File: config.mk
export PLATFORM = sky130hd
export DESIGN_NAME = demux_reg_flat
export DESIGN_NICKNAME = d
export VERILOG_FILES = /design/src/rtl/demux_reg_pkg.sv /design/src/rtl/demux_reg_if.sv /design/src/rtl/demux_reg_slot.sv /design/src/rtl/demux_reg.sv /design/src/flat_wrapper.sv
export SDC_FILE = /design/constraint.sdc
export NUM_CORES = 1
export LEC_CHECK = 0
export ABC_AREA = 1
export BUFFER_PORTS_ARGS = -buffer_cell sky130_fd_sc_hd__clkbuf_2
export CAP_MARGIN = 40
export CORE_ASPECT_RATIO = 0.6
export CORE_MARGIN = 10
export CORE_UTILIZATION = 50
export DETAILED_ROUTE_END_ITERATION = 10
export PLACE_DENSITY = 0.87
export SLEW_MARGIN = 40
export SYNTH_ARGS = -nofsm -noshare
export SYNTH_HDL_FRONTEND = slang
export SYNTH_SLANG_ARGS = --single-unit
File: constraint.sdc
create_clock -name e_clk -period 1.8 [get_ports e_clk]
set_input_delay 0.18 -clock e_clk [delete_from_list [all_inputs] [get_ports e_clk]]
set_output_delay 0.18 -clock e_clk [all_outputs]
set_load 0.02 [all_outputs]
File: src/rtl/demux_reg_pkg.sv
// Shared definitions for the demux_reg slice: select encodings (common with
// the 3-to-1 selector mux), channel register states and default widths.
package demux_reg_pkg;

   localparam int NB_INPUT_DEF = 3;
   localparam int NB_CNT_DEF   = 8;

   typedef enum logic [1:0] {
      SEL_CH1  = 2'b00,
      SEL_CH2  = 2'b01,
      SEL_CH3  = 2'b10,
      SEL_DROP = 2'b11
   } dmux_sel_e;

   typedef enum logic {
      EMPTY = 1'b0,
      FULL  = 1'b1
   } slot_state_e;

endpackage

File: src/rtl/demux_reg_if.sv
// Input stream, three output channels and drop counter of demux_reg.
// slave: the demux itself; master: the producer/consumers around it.
interface demux_reg_if #(
   parameter int NB_input = 3,
   parameter int NB_cnt   = 8
) ();

   logic [NB_input:0] e_dmux;
   logic [1:0]        e_dmuxsel;
   logic              e_dmux_valid;
   logic              s_dmux_ready;

   logic [NB_input:0] s_dmux1;
   logic [NB_input:0] s_dmux2;
   logic [NB_input:0] s_dmux3;
   logic              s_dmux1_valid;
   logic              s_dmux2_valid;
   logic              s_dmux3_valid;
   logic              e_dmux1_ready;
   logic              e_dmux2_ready;
   logic              e_dmux3_ready;

   logic [NB_cnt-1:0] s_drop_cnt;

   modport slave (
      input  e_dmux, e_dmuxsel, e_dmux_valid,
      input  e_dmux1_ready, e_dmux2_ready, e_dmux3_ready,
      output s_dmux_ready,
      output s_dmux1, s_dmux2, s_dmux3,
      output s_dmux1_valid, s_dmux2_valid, s_dmux3_valid,
      output s_drop_cnt
   );

   modport master (
      output e_dmux, e_dmuxsel, e_dmux_valid,
      output e_dmux1_ready, e_dmux2_ready, e_dmux3_ready,
      input  s_dmux_ready,
      input  s_dmux1, s_dmux2, s_dmux3,
      input  s_dmux1_valid, s_dmux2_valid, s_dmux3_valid,
      input  s_drop_cnt
   );

endinterface

File: src/rtl/demux_reg_slot.sv
// One-entry channel register: holds a word until its consumer takes it.
// Data is kept after drain; only the valid flag (FULL state) clears.
module demux_slot
   import demux_reg_pkg::*;
#(
   parameter int NB_input = NB_INPUT_DEF
) (
   input  logic              e_clk,
   input  logic              e_rst_n,
   input  logic              load,
   input  logic [NB_input:0] d_in,
   input  logic              e_ready,
   output logic [NB_input:0] s_data,
   output logic              s_valid
);

   slot_state_e state, state_nxt;

   // State register.
   always_ff @(posedge e_clk or negedge e_rst_n) begin
      if (!e_rst_n) state <= EMPTY;
      else          state <= state_nxt;
   end

   // Next state: fill on load, empty on drain unless refilled in the same cycle.
   always_comb begin
      state_nxt = state;
      case (state)
         EMPTY:   if (load) state_nxt = FULL;
         FULL:    if (e_ready && !load) state_nxt = EMPTY;
         default: state_nxt = EMPTY;
      endcase
   end

   // Data register: loads only on an accepted word, otherwise holds.
   always_ff @(posedge e_clk or negedge e_rst_n) begin
      if (!e_rst_n)  s_data <= '0;
      else if (load) s_data <= d_in;
   end

   assign s_valid = (state == FULL);

endmodule

File: src/rtl/demux_reg.sv
// 1-to-3 registered demultiplexer: routes the input stream to one of three
// channel registers by select; select 11 accepts and counts the word.
module demux_reg
   import demux_reg_pkg::*;
#(
   parameter int NB_input = NB_INPUT_DEF,
   parameter int NB_cnt   = NB_CNT_DEF
) (
   input logic         e_clk,
   input logic         e_rst_n,
   demux_reg_if.slave  dmux
);

   dmux_sel_e         sel;
   logic [2:0]        ch_valid;
   logic [2:0]        ch_ready;
   logic [2:0]        ch_load;
   logic [NB_input:0] ch_data [3];
   logic              in_ready;
   logic              in_xfer;
   logic              drop_xfer;
   logic [NB_cnt-1:0] drop_cnt;

   assign sel      = dmux_sel_e'(dmux.e_dmuxsel);
   assign ch_ready = {dmux.e_dmux3_ready, dmux.e_dmux2_ready, dmux.e_dmux1_ready};

   // Input ready: the selected slot is empty or draining this cycle; drops always accepted.
   always_comb begin
      in_ready = 1'b1;
      case (sel)
         SEL_CH1:  in_ready = !ch_valid[0] || ch_ready[0];
         SEL_CH2:  in_ready = !ch_valid[1] || ch_ready[1];
         SEL_CH3:  in_ready = !ch_valid[2] || ch_ready[2];
         SEL_DROP: in_ready = 1'b1;
         default:  in_ready = 1'b1;
      endcase
   end

   assign in_xfer = dmux.e_dmux_valid && in_ready;

   // Select decode of an accepted word into a slot load or a drop.
   always_comb begin
      ch_load   = '0;
      drop_xfer = 1'b0;
      if (in_xfer) begin
         case (sel)
            SEL_CH1:  ch_load[0] = 1'b1;
            SEL_CH2:  ch_load[1] = 1'b1;
            SEL_CH3:  ch_load[2] = 1'b1;
            SEL_DROP: drop_xfer  = 1'b1;
            default:  drop_xfer  = 1'b0;
         endcase
      end
   end

   // Saturating count of dropped words.
   always_ff @(posedge e_clk or negedge e_rst_n) begin
      if (!e_rst_n)                       drop_cnt <= '0;
      else if (drop_xfer && drop_cnt != '1) drop_cnt <= drop_cnt + NB_cnt'(1);
   end

   for (genvar g = 0; g < 3; g++) begin : g_slot
      demux_slot #(.NB_input(NB_input)) u_slot (
         .e_clk   (e_clk),
         .e_rst_n (e_rst_n),
         .load    (ch_load[g]),
         .d_in    (dmux.e_dmux),
         .e_ready (ch_ready[g]),
         .s_data  (ch_data[g]),
         .s_valid (ch_valid[g])
      );
   end

   assign dmux.s_dmux_ready  = in_ready;
   assign dmux.s_dmux1       = ch_data[0];
   assign dmux.s_dmux2       = ch_data[1];
   assign dmux.s_dmux3       = ch_data[2];
   assign dmux.s_dmux1_valid = ch_valid[0];
   assign dmux.s_dmux2_valid = ch_valid[1];
   assign dmux.s_dmux3_valid = ch_valid[2];
   assign dmux.s_drop_cnt    = drop_cnt;

endmodule

File: src/flat_wrapper.sv
// flat-port wrapper written by rule: the top's interface ports become plain ports
module demux_reg_flat import demux_reg_pkg::*;
#(
   parameter int NB_input = NB_INPUT_DEF,
   parameter int NB_cnt   = NB_CNT_DEF
)
  (e_clk, e_rst_n, dmux_e_dmux, dmux_e_dmuxsel, dmux_e_dmux_valid, dmux_e_dmux1_ready, dmux_e_dmux2_ready, dmux_e_dmux3_ready, dmux_s_dmux_ready, dmux_s_dmux1, dmux_s_dmux2, dmux_s_dmux3, dmux_s_dmux1_valid, dmux_s_dmux2_valid, dmux_s_dmux3_valid, dmux_s_drop_cnt);
  demux_reg_if #(.NB_input(NB_input), .NB_cnt(NB_cnt)) dmux_i ();
  input logic e_clk;
  input logic e_rst_n;
  input wire logic [$bits(dmux_i.e_dmux)-1:0] dmux_e_dmux;
  input wire logic [$bits(dmux_i.e_dmuxsel)-1:0] dmux_e_dmuxsel;
  input wire logic [$bits(dmux_i.e_dmux_valid)-1:0] dmux_e_dmux_valid;
  input wire logic [$bits(dmux_i.e_dmux1_ready)-1:0] dmux_e_dmux1_ready;
  input wire logic [$bits(dmux_i.e_dmux2_ready)-1:0] dmux_e_dmux2_ready;
  input wire logic [$bits(dmux_i.e_dmux3_ready)-1:0] dmux_e_dmux3_ready;
  output wire logic [$bits(dmux_i.s_dmux_ready)-1:0] dmux_s_dmux_ready;
  output wire logic [$bits(dmux_i.s_dmux1)-1:0] dmux_s_dmux1;
  output wire logic [$bits(dmux_i.s_dmux2)-1:0] dmux_s_dmux2;
  output wire logic [$bits(dmux_i.s_dmux3)-1:0] dmux_s_dmux3;
  output wire logic [$bits(dmux_i.s_dmux1_valid)-1:0] dmux_s_dmux1_valid;
  output wire logic [$bits(dmux_i.s_dmux2_valid)-1:0] dmux_s_dmux2_valid;
  output wire logic [$bits(dmux_i.s_dmux3_valid)-1:0] dmux_s_dmux3_valid;
  output wire logic [$bits(dmux_i.s_drop_cnt)-1:0] dmux_s_drop_cnt;
  assign dmux_i.e_dmux = dmux_e_dmux;
  assign dmux_i.e_dmuxsel = dmux_e_dmuxsel;
  assign dmux_i.e_dmux_valid = dmux_e_dmux_valid;
  assign dmux_i.e_dmux1_ready = dmux_e_dmux1_ready;
  assign dmux_i.e_dmux2_ready = dmux_e_dmux2_ready;
  assign dmux_i.e_dmux3_ready = dmux_e_dmux3_ready;
  assign dmux_s_dmux_ready = dmux_i.s_dmux_ready;
  assign dmux_s_dmux1 = dmux_i.s_dmux1;
  assign dmux_s_dmux2 = dmux_i.s_dmux2;
  assign dmux_s_dmux3 = dmux_i.s_dmux3;
  assign dmux_s_dmux1_valid = dmux_i.s_dmux1_valid;
  assign dmux_s_dmux2_valid = dmux_i.s_dmux2_valid;
  assign dmux_s_dmux3_valid = dmux_i.s_dmux3_valid;
  assign dmux_s_drop_cnt = dmux_i.s_drop_cnt;
  demux_reg #(.NB_input(NB_input), .NB_cnt(NB_cnt)) u_core (.e_clk(e_clk), .e_rst_n(e_rst_n), .dmux(dmux_i));
endmodule
==> metrics, run 1 <==
status=complete, no violations; num rows=13; critical path launch point type=flop; CP Data Arrival Time=1.73 ns; fin crit share=87.40%; sw power=0.0005407 W; CP max stage delay=0.42 ns; Setup Crit Path Kind=flop to flop; post-route antenna net violation count=0; insertion delay to the later sink of the worst-skew pair=0.27 ns; RSZ-0062 raised after global routing=no; root buf cell=clkbuf_8; WHS Path Cells=2; Finished Cell Area=1398 µm²; WP data required=1.96 ns; Syn-to-layout area delta=19.85%; Mean Syn Cell Area=8.638 µm²; Final #Nets=185; GRT Total Usage=12.84%; # setup viols final=0; Final TNS setup=0 ns; worst hold path class=input pin to flop; yosys warns=0; Worst setup startpoint=u_core.dmux.s_drop_cnt[0]$_DFFE_PN0P_; largest cells by area after synthesis=dfrtp_1, nand2_1, nand4_1; Max Slew Vio Count=0; clock slew at reported path FFs=0.08 ns; Clock Path Buffers=2; crit end category=flop; RePlAce Congestion=0.8251; met1 wire length=1099 µm; share of cells above drive strength 1=29.82%; min-delay src=dmux_e_dmux1_ready; Worst path slowest cell=dfrtp_1; internal power=0.0009181 W; register area share after synthesis=49.36%; EDFF count, synth=0; most common cell in the synthesized netlist=nand2_1; Commonest cells post-synth=nand2_1, dfrtp_1, nand4_1; cell area power density=1044 nW/µm²; Clock Power Share=21.9%; IO buf count=35; Max IR drop VDD=667.2 µV; fin crit period=1.573 ns; fmax=635.7 MHz; HPWL after DPL=2206 µm; CP cell instances=ha_1 > nand3_1 > nor2_2 > nand3_1 > nand2_4 > inv_1 > nand2_1 > nand2_1; CTS H-Tree Depth=1; clk sinks=23; Seq pwr share=47.5%; critical path fanouts, max=11; TritonCTS clock tree=done; Top delay family on crit path=simple AND/OR/NAND/NOR gates; drt initial violations=148; logic gate share of total power=30.6%; # IOs=36; r2r setup slk=0.23 ns; final hold vios=0; total iterations of the first detailed-routing run=5; first-pass GRT wire length=4761 µm; Yosys top cell by area=dfrtp_1; R2R Path End=u_core.dmux.s_drop_cnt[3]$_DFFE_PN0P_; Yosys top cell area share=49.36%; # diodes=0; die width=82.35 µm; RR Startpoint=u_core.dmux.s_drop_cnt[0]$_DFFE_PN0P_; met3 routed WL=242 µm; CP Buf/Inv Count=1; WL/cell=13.64 µm; mapped cell area=1166 µm²; met2 WL=1359 µm; hold path endpoint=u_core.g_slot[0].u_slot.s_valid$_DFF_PN0_; Unique masters post-synth=22; R2R cell count=8; Die ar.=4727 µm²; Max-slew headroom=62.47%; # Max-Cap Violations=0; pin count of the biggest net entering global routing=24; Leakage=0.7748 nW; Post-synth ARST share=100.0%; FF+latch count, synth=23; placeable core region=2196 µm²; Chip Height=57.41 µm; DRC violations left=0; postcts setup bufs=0; placed cell area=1338 µm²; vias per cell=4.965; initial antenna violation count=0; routed wire length=2741 µm; Top FF cell, synth=dfrtp_1; max layer used=met4; skew final=0.004063 ns; DR vias=998; number of buffers created by CTS=3; Slew @ Worst Pin=0.5629 ns; Overflow after GRT=0; Initial Util=53.11%; syn nets=148; synthesized instance count=135; number of global-route vias before repair=1,010; Switching Fraction=37.07%
layer usage:
| metal | up-vias | GRT usage (%) |
|---|---|---|
| li1 | 508 | - |
| met1 | 454 | 14.92 |
| met2 | 32 | 20.00 |
| met3 | 4 | 5.156 |
| met4 | 0 | 6.280 |
| met5 | - | 0 |
placed cells by master, fill, tap and decap left out, drive strengths merged:
cell type and count:
inv 12, nand2 57, xnor2 3, nand4 12, nand3b 2, xor2 1
dlygate4sd3 1, nand3 9, nor2 6, o21ai 4, clkbuf 39, a31oi 1
dfrtp 23, ha 1
registers in the layout, indices dropped and copies added, names as in the netlist:
name                          flops
u_core.g_slot.u_slot.s_valid      3
u_core.g_slot.u_slot.s_data      12
u_core.dmux.s_drop_cnt            8
through the flow:
step           util, %  total power (W)  instances  hold WS (ns)  setup WS, ns
2_1_floorplan        -        0.0009756        135       -0.1156        0.3743
3_3_place_gp     60.91         0.001126        196        0.1912        0.3092
3_5_place_dp     60.91         0.001154        196        0.2045        0.2071
4_1_cts          63.42         0.001476        201        0.1191        0.1970
5_1_grt          63.65         0.001548        201        0.1314       0.07404
6_report         63.65         0.001459        201        0.1295        0.2268
power by group through the flow:
stage	clock network, W	logic (W)	registers, W
2_1_floorplan	0	0.000169	0.000807
3_3_place_gp	0	0.000436	0.000691
3_5_place_dp	0	0.000452	0.000702
4_1_cts	0.000328	0.000455	0.000692
5_1_grt	0.000344	0.000493	0.000710
6_report	0.000320	0.000446	0.000692
how the worst max path moves through the flow:
stage	endpoint	slack [ns]	cells after the start
after floorplan	u_core.dmux.s_drop_cnt[2]$_DFFE_PN0P_	0.37	8
after global placement	u_core.dmux.s_drop_cnt[3]$_DFFE_PN0P_	0.31	8
after detailed placement	u_core.dmux.s_drop_cnt[1]$_DFFE_PN0P_	0.21	8
after CTS	u_core.dmux.s_drop_cnt[3]$_DFFE_PN0P_	0.20	8
after global routing	u_core.dmux.s_drop_cnt[6]$_DFFE_PN0P_	0.07	8
final	u_core.dmux.s_drop_cnt[3]$_DFFE_PN0P_	0.23	8
cell type report:
cell class / count / area [µm²]
repair buffers: 36 / 185.2
inverters: 12 / 45.04
multi-input cells: 96 / 509.2
clock buffers: 4 / 45.04
well taps: 30 / 37.54
fillers: 191 / 798.3
flip-flops and latches: 23 / 575.6
timing repair:
action                                 in CTS  in global routing
resized for setup                           0                  1
setup endpoints to repair                   0                  1
hold buffers                                1                  0
endpoints found under the hold margin      23                  0
cells by family after synthesis:
kind of cell / after synthesis / share of synthesized area (%)
compound gates: 5 / 3.219
buf+inv: 16 / 7.403
xor+xnor: 4 / 3.005
fa+ha+maj: 1 / 1.073
simple gates: 86 / 35.94
flops: 23 / 49.36
Note: power is estimated with default switching activity, not from simulation.
==> inputs of run 2 (changes only) <==
CORE_MARGIN = not set   (was 10)
==> metrics, run 2 (synthesized netlist as in run 1, its figures left out) <==
number of buffers created by CTS=3; clock slew at reported path FFs=0.08 ns; DR vias=1,037; pin count of the biggest net entering global routing=24; share of cells above drive strength 1=30.81%; die width=64.35 µm; CTS H-Tree Depth=1; worst hold path class=input pin to flop; placed cell area=1345 µm²; root buf cell=clkbuf_8; clk sinks=23; Syn-to-layout area delta=20.17%; cell area power density=1033 nW/µm²; crit end category=flop; fin crit period=1.602 ns; placed cell count=197; R2R cell count=8; Most flops, register=u_core.g_slot.u_slot.s_data; CP max stage delay=0.42 ns; sw power=0.0005331 W; critical path fanouts, max=7; Worst path slowest cell=dfrtp_1; critical path launch point type=flop; DRC violations left=0; worst setup path end=u_core.dmux.s_drop_cnt[7]$_DFFE_PN0P_; IO buf count=35; GRT Total Usage=21.91%; WP data required=1.96 ns; RSZ-0062 raised after global routing=no; WL/cell=12.44 µm; Register Area=575.6 µm²; status=complete, no violations; logic gate share of total power=30.2%; CP Data Arrival Time=1.76 ns; vias per cell=5.134; Finished Cell Area=1401 µm²; Final #Nets=186; final hold vios=0; Worst setup startpoint=u_core.dmux.s_drop_cnt[0]$_DFFE_PN0P_; RePlAce Congestion=0.7791; Clock Power Share=21.8%; most common cell after layout, fill and taps aside=nand2_1; drt initial violations=52; Max Slew Vio Count=0; post-route antenna net violation count=0; fin crit share=88.99%; placeable core region=2180 µm²; area occupied by multi-input gates=504.2 µm²; TritonCTS clock tree=done; CP cell instances=ha_1 > nand3_1 > nor2_2 > nand3_1 > nand2_2 > inv_1 > nand2_1 > nand2_1; # diodes=0; number of global-route vias before repair=821; first-pass GRT wire length=3967 µm; Overflow after GRT=0; Largest register FFs=12; # setup viols final=0; r2r setup slk=0.20 ns; Switching Fraction=36.84%; Clock Path Buffers=2; fmax=624.3 MHz; num rows=13; Final TNS setup=0 ns; Slew @ Worst Pin=0.5723 ns; RR Startpoint=u_core.dmux.s_drop_cnt[0]$_DFFE_PN0P_; internal power=0.0009138 W; skew final=0.001407 ns; Seq pwr share=48.0%; # Max-Cap Violations=0; most frequent cells in the layout=nand2_1, clkbuf_2, dfrtp_1; Die ar.=2536 µm²; fin cells=202; Setup Crit Path Kind=flop to flop; Initial Util=53.50%; post-cts gate resize count=0; Max IR drop VDD=743.9 µV; total iterations of the first detailed-routing run=4; initial antenna violation count=0; Chip Height=39.41 µm; routed wire length=2513 µm; Leakage=0.7810 nW; # IOs=36; Max-slew headroom=61.85%; # fillers=183; HPWL after DPL=1959 µm; R2R Path End=u_core.dmux.s_drop_cnt[7]$_DFFE_PN0P_; insertion delay to the later sink of the worst-skew pair=0.26 ns
-- run 2: changes by cell type in the layout (fill, tap and decap cells not counted) --
| cell | change |
|---|---|
| clkinv_2 | +1 |
| buf_4 | +1 |
| nand2_2 | +1 |
| nand2_4 | -1 |
| clkbuf_1 | -1 |
-- run 2: power by group through the flow --
stage	sequential, W	clock (W)	combinational (W)
2_1_floorplan	0.000807	0	0.000169
3_5_place_dp	0.000702	0	0.000440
6_report	0.000694	0.000316	0.000437
5_1_grt	0.000707	0.000350	0.000487
4_1_cts	0.000691	0.000326	0.000444
3_3_place_gp	0.000691	0	0.000428
-- run 2: per-layer routing --
metal | GRT usage, % | up-vias | routed length (µm)
li1 | - | 511 | -
met1 | 30.20 | 466 | 1136
met2 | 33.42 | 52 | 1138
met3 | 5.814 | 8 | 179
met4 | 7.778 | 0 | 59
met5 | 0 | - | 0
-- run 2: layout make-up --
class                           count  area share [%]
Sequential cell                    23           41.07
Multi-Input combinational cell     96           35.98
Timing Repair Buffer               37           13.75
Inverter                           12           3.214
Clock buffer                        3           2.946
Tap cell                           30           2.679
Clock inverter                      1          0.3571
-- run 2: how the worst min path moves through the flow --
stage / startpoint / to / slack, ns / cells after the start
global placement: e_rst_n / u_core.dmux.s_drop_cnt[4]$_DFFE_PN0P_ / 0.19 / 1
floorplan: e_rst_n / u_core.dmux.s_drop_cnt[0]$_DFFE_PN0P_ / -0.12 / 0
finish: dmux_e_dmux1_ready / u_core.g_slot[0].u_slot.s_valid$_DFF_PN0_ / 0.16 / 2
CTS: dmux_e_dmux1_ready / u_core.g_slot[0].u_slot.s_valid$_DFF_PN0_ / 0.14 / 2
detailed placement: e_rst_n / u_core.dmux.s_drop_cnt[5]$_DFFE_PN0P_ / 0.21 / 1
global route: dmux_e_dmux1_ready / u_core.g_slot[0].u_slot.s_valid$_DFF_PN0_ / 0.15 / 2
-- run 2: repair_timing --
action / 4_1_cts / 5_1_grt
setup buffers: 0 / 0
hold buffers: 1 / 0
setup endpoints to repair: 0 / 0
endpoints found under the hold margin: 23 / 0
-- run 2: per-stage QoR --
step                      hold slack, ns  setup WS, ns  utilization [%]  total power (W)
after CTS                         0.1446        0.1976            64.29         0.001461
after global placement            0.1928        0.4003            61.71         0.001119
final                             0.1555        0.1982            64.29         0.001447
after global routing              0.1548       0.02698            64.29         0.001544
after detailed placement          0.2060        0.2110            61.71         0.001142
after floorplan                  -0.1156        0.3743                -        0.0009756
-- run 2: critical path, delay by kind of cell (launching register included) --
kind	cells	cell delay, ns
adder cells (fa/ha/maj)	1	0.22
buffers and inverters	1	0.13
flip-flops	1	0.42
AND/OR/NAND/NOR	6	0.73
==> inputs of run 3 (changes only) <==
CTS_CLUSTER_SIZE = 25   (was not set)
TNS_END_PERCENT = 5   (was not set)
clock period = 1.6 ns   (was 1.8 ns; I/O delays follow)
==> metrics, run 3 (synthesized netlist as in run 1, its figures left out) <==
initial antenna violation count=0; Final TNS setup=0 ns; IO buf count=35; TritonCTS clock tree=done; Worst setup startpoint=u_core.dmux.s_drop_cnt[0]$_DFFE_PN0P_; routed wire length=2767 µm; WHS Path Cells=2; fin crit period=1.515 ns; # setup viols final=0; skew final=0.008482 ns; most frequent cells in the layout=nand2_1, clkbuf_2, dfrtp_1; RSZ-0062 raised after global routing=no; Overflow after GRT=0; worst hold path class=input pin to flop; GRT Total Usage=23.62%; Slew @ Worst Pin=0.5833 ns; placed cell count=198; Setup Crit Path Kind=flop to flop; pin count of the biggest net entering global routing=24; # diodes=0; number of global-route vias before repair=870; total iterations of the first detailed-routing run=4; Most flops, register=u_core.g_slot.u_slot.s_data; Clock Power Share=21.3%; RePlAce Congestion=0.7953; DRC violations left=0; Seq pwr share=47.3%; Die ar.=2536 µm²; Register Area=575.6 µm²; Final Util=66.13%; Max Slew Vio Count=0; WL/cell=13.50 µm; critical path fanouts, max=7; internal power=0.001041 W; root buf cell=clkbuf_8; vias per cell=5.190; sw power=0.0006136 W; cell area power density=1148 nW/µm²; post-route antenna net violation count=0; # Max-Cap Violations=0; DR vias=1,064; status=complete, no violations; logic gate share of total power=31.4%; clock slew at reported path FFs=0.08 ns; most common cell after layout, fill and taps aside=nand2_1; Syn-to-layout area delta=23.60%; CP Data Arrival Time=1.71 ns; Chip Height=39.41 µm; placeable core region=2180 µm²; RR Startpoint=u_core.dmux.s_drop_cnt[0]$_DFFE_PN0P_; WP data required=1.80 ns; # fillers=171; area occupied by multi-input gates=521.8 µm²; Leakage=0.7928 nW; Initial Util=53.50%; CTS H-Tree Depth=1; share of cells above drive strength 1=33.71%; critical path launch point type=flop; # IOs=36; Switching Fraction=37.08%; crit end category=flop; HPWL after DPL=2039 µm; drt initial violations=72; Largest register FFs=12; first-pass GRT wire length=4291 µm; Final #Nets=189; R2R cell count=8; final hold vios=0; Clock Path Buffers=2; Max-slew headroom=61.11%; die width=64.35 µm; clk sinks=23; min-delay src=dmux_e_dmux1_ready; fin cells=205; fin crit share=94.71%; number of buffers created by CTS=3; fmax=659.9 MHz; num rows=13; insertion delay to the later sink of the worst-skew pair=0.26 ns; Max IR drop VDD=794.1 µV
[run 3: area by class of cell]
type / instances / share of cell area [%]
Clock buffer: 3 / 2.865
Clock inverter: 1 / 0.3472
Inverter: 12 / 3.125
Multi-Input combinational cell: 96 / 36.20
Sequential cell: 23 / 39.93
Tap cell: 30 / 2.604
Timing Repair Buffer: 40 / 14.93
[run 3: worst paths after layout]
kind                                                                       to  slack [ns]
min in group asynchronous       u_core.g_slot[0].u_slot.s_data[3]$_DFFE_PN0P_        0.42
worst max register to register          u_core.dmux.s_drop_cnt[7]$_DFFE_PN0P_        0.08
worst min register to register  u_core.g_slot[0].u_slot.s_data[2]$_DFFE_PN0P_        0.48
worst min-delay path                u_core.g_slot[0].u_slot.s_valid$_DFF_PN0_        0.15
worst max-delay path                    u_core.dmux.s_drop_cnt[7]$_DFFE_PN0P_        0.08
max in group asynchronous       u_core.g_slot[0].u_slot.s_data[2]$_DFFE_PN0P_        0.79
[run 3: power by group through the flow]
stage	Combinational (W)	Sequential (W)	Clock, W
4_1_cts	0.000511	0.000778	0.000360
3_3_place_gp	0.000481	0.000778	0
2_1_floorplan	0.000190	0.000908	0
6_report	0.000520	0.000782	0.000352
5_1_grt	0.000565	0.000794	0.000387
3_5_place_dp	0.000503	0.000790	0
[run 3: per-stage QoR]
| step | power (W) | hold WS, ns | cell area [µm²] | setup WS, ns |
|---|---|---|---|---|
| floorplan | 0.001098 | -0.1356 | 1166 | 0.1743 |
| global route | 0.001746 | 0.1455 | 1441 | 0.009975 |
| global placement | 0.001259 | 0.1722 | 1353 | 0.2065 |
| detailed placement | 0.001292 | 0.1838 | 1353 | 0.02753 |
| finish | 0.001655 | 0.1497 | 1441 | 0.08457 |
| CTS | 0.001649 | 0.1338 | 1409 | 0.01172 |
[run 3: repair_timing]
action	4_1_cts	5_1_grt
resized for setup	0	5
setup endpoints to repair	0	7
hold endpoints to repair	23	0
hold buffers	1	0
buffers inserted	0	2
[run 3: critical path, stage by stage, from the launching register on]
cell and delay (ns):
dfrtp_1 0.43, ha_2 0.22, nand3_1 0.14, nor2_4 0.17, nand3_2 0.09, nand2_4 0.12
buf_4 0.15, nand2_1 0.05, nand2_1 0.07
[run 3: layer usage]
layer	vias up	routed length (µm)	GRT usage, %
met3	4	180	4.651
li1	517	-	-
met1	487	1267	32.43
met2	56	1284	38.68
met5	-	0	0
met4	0	34	6.111
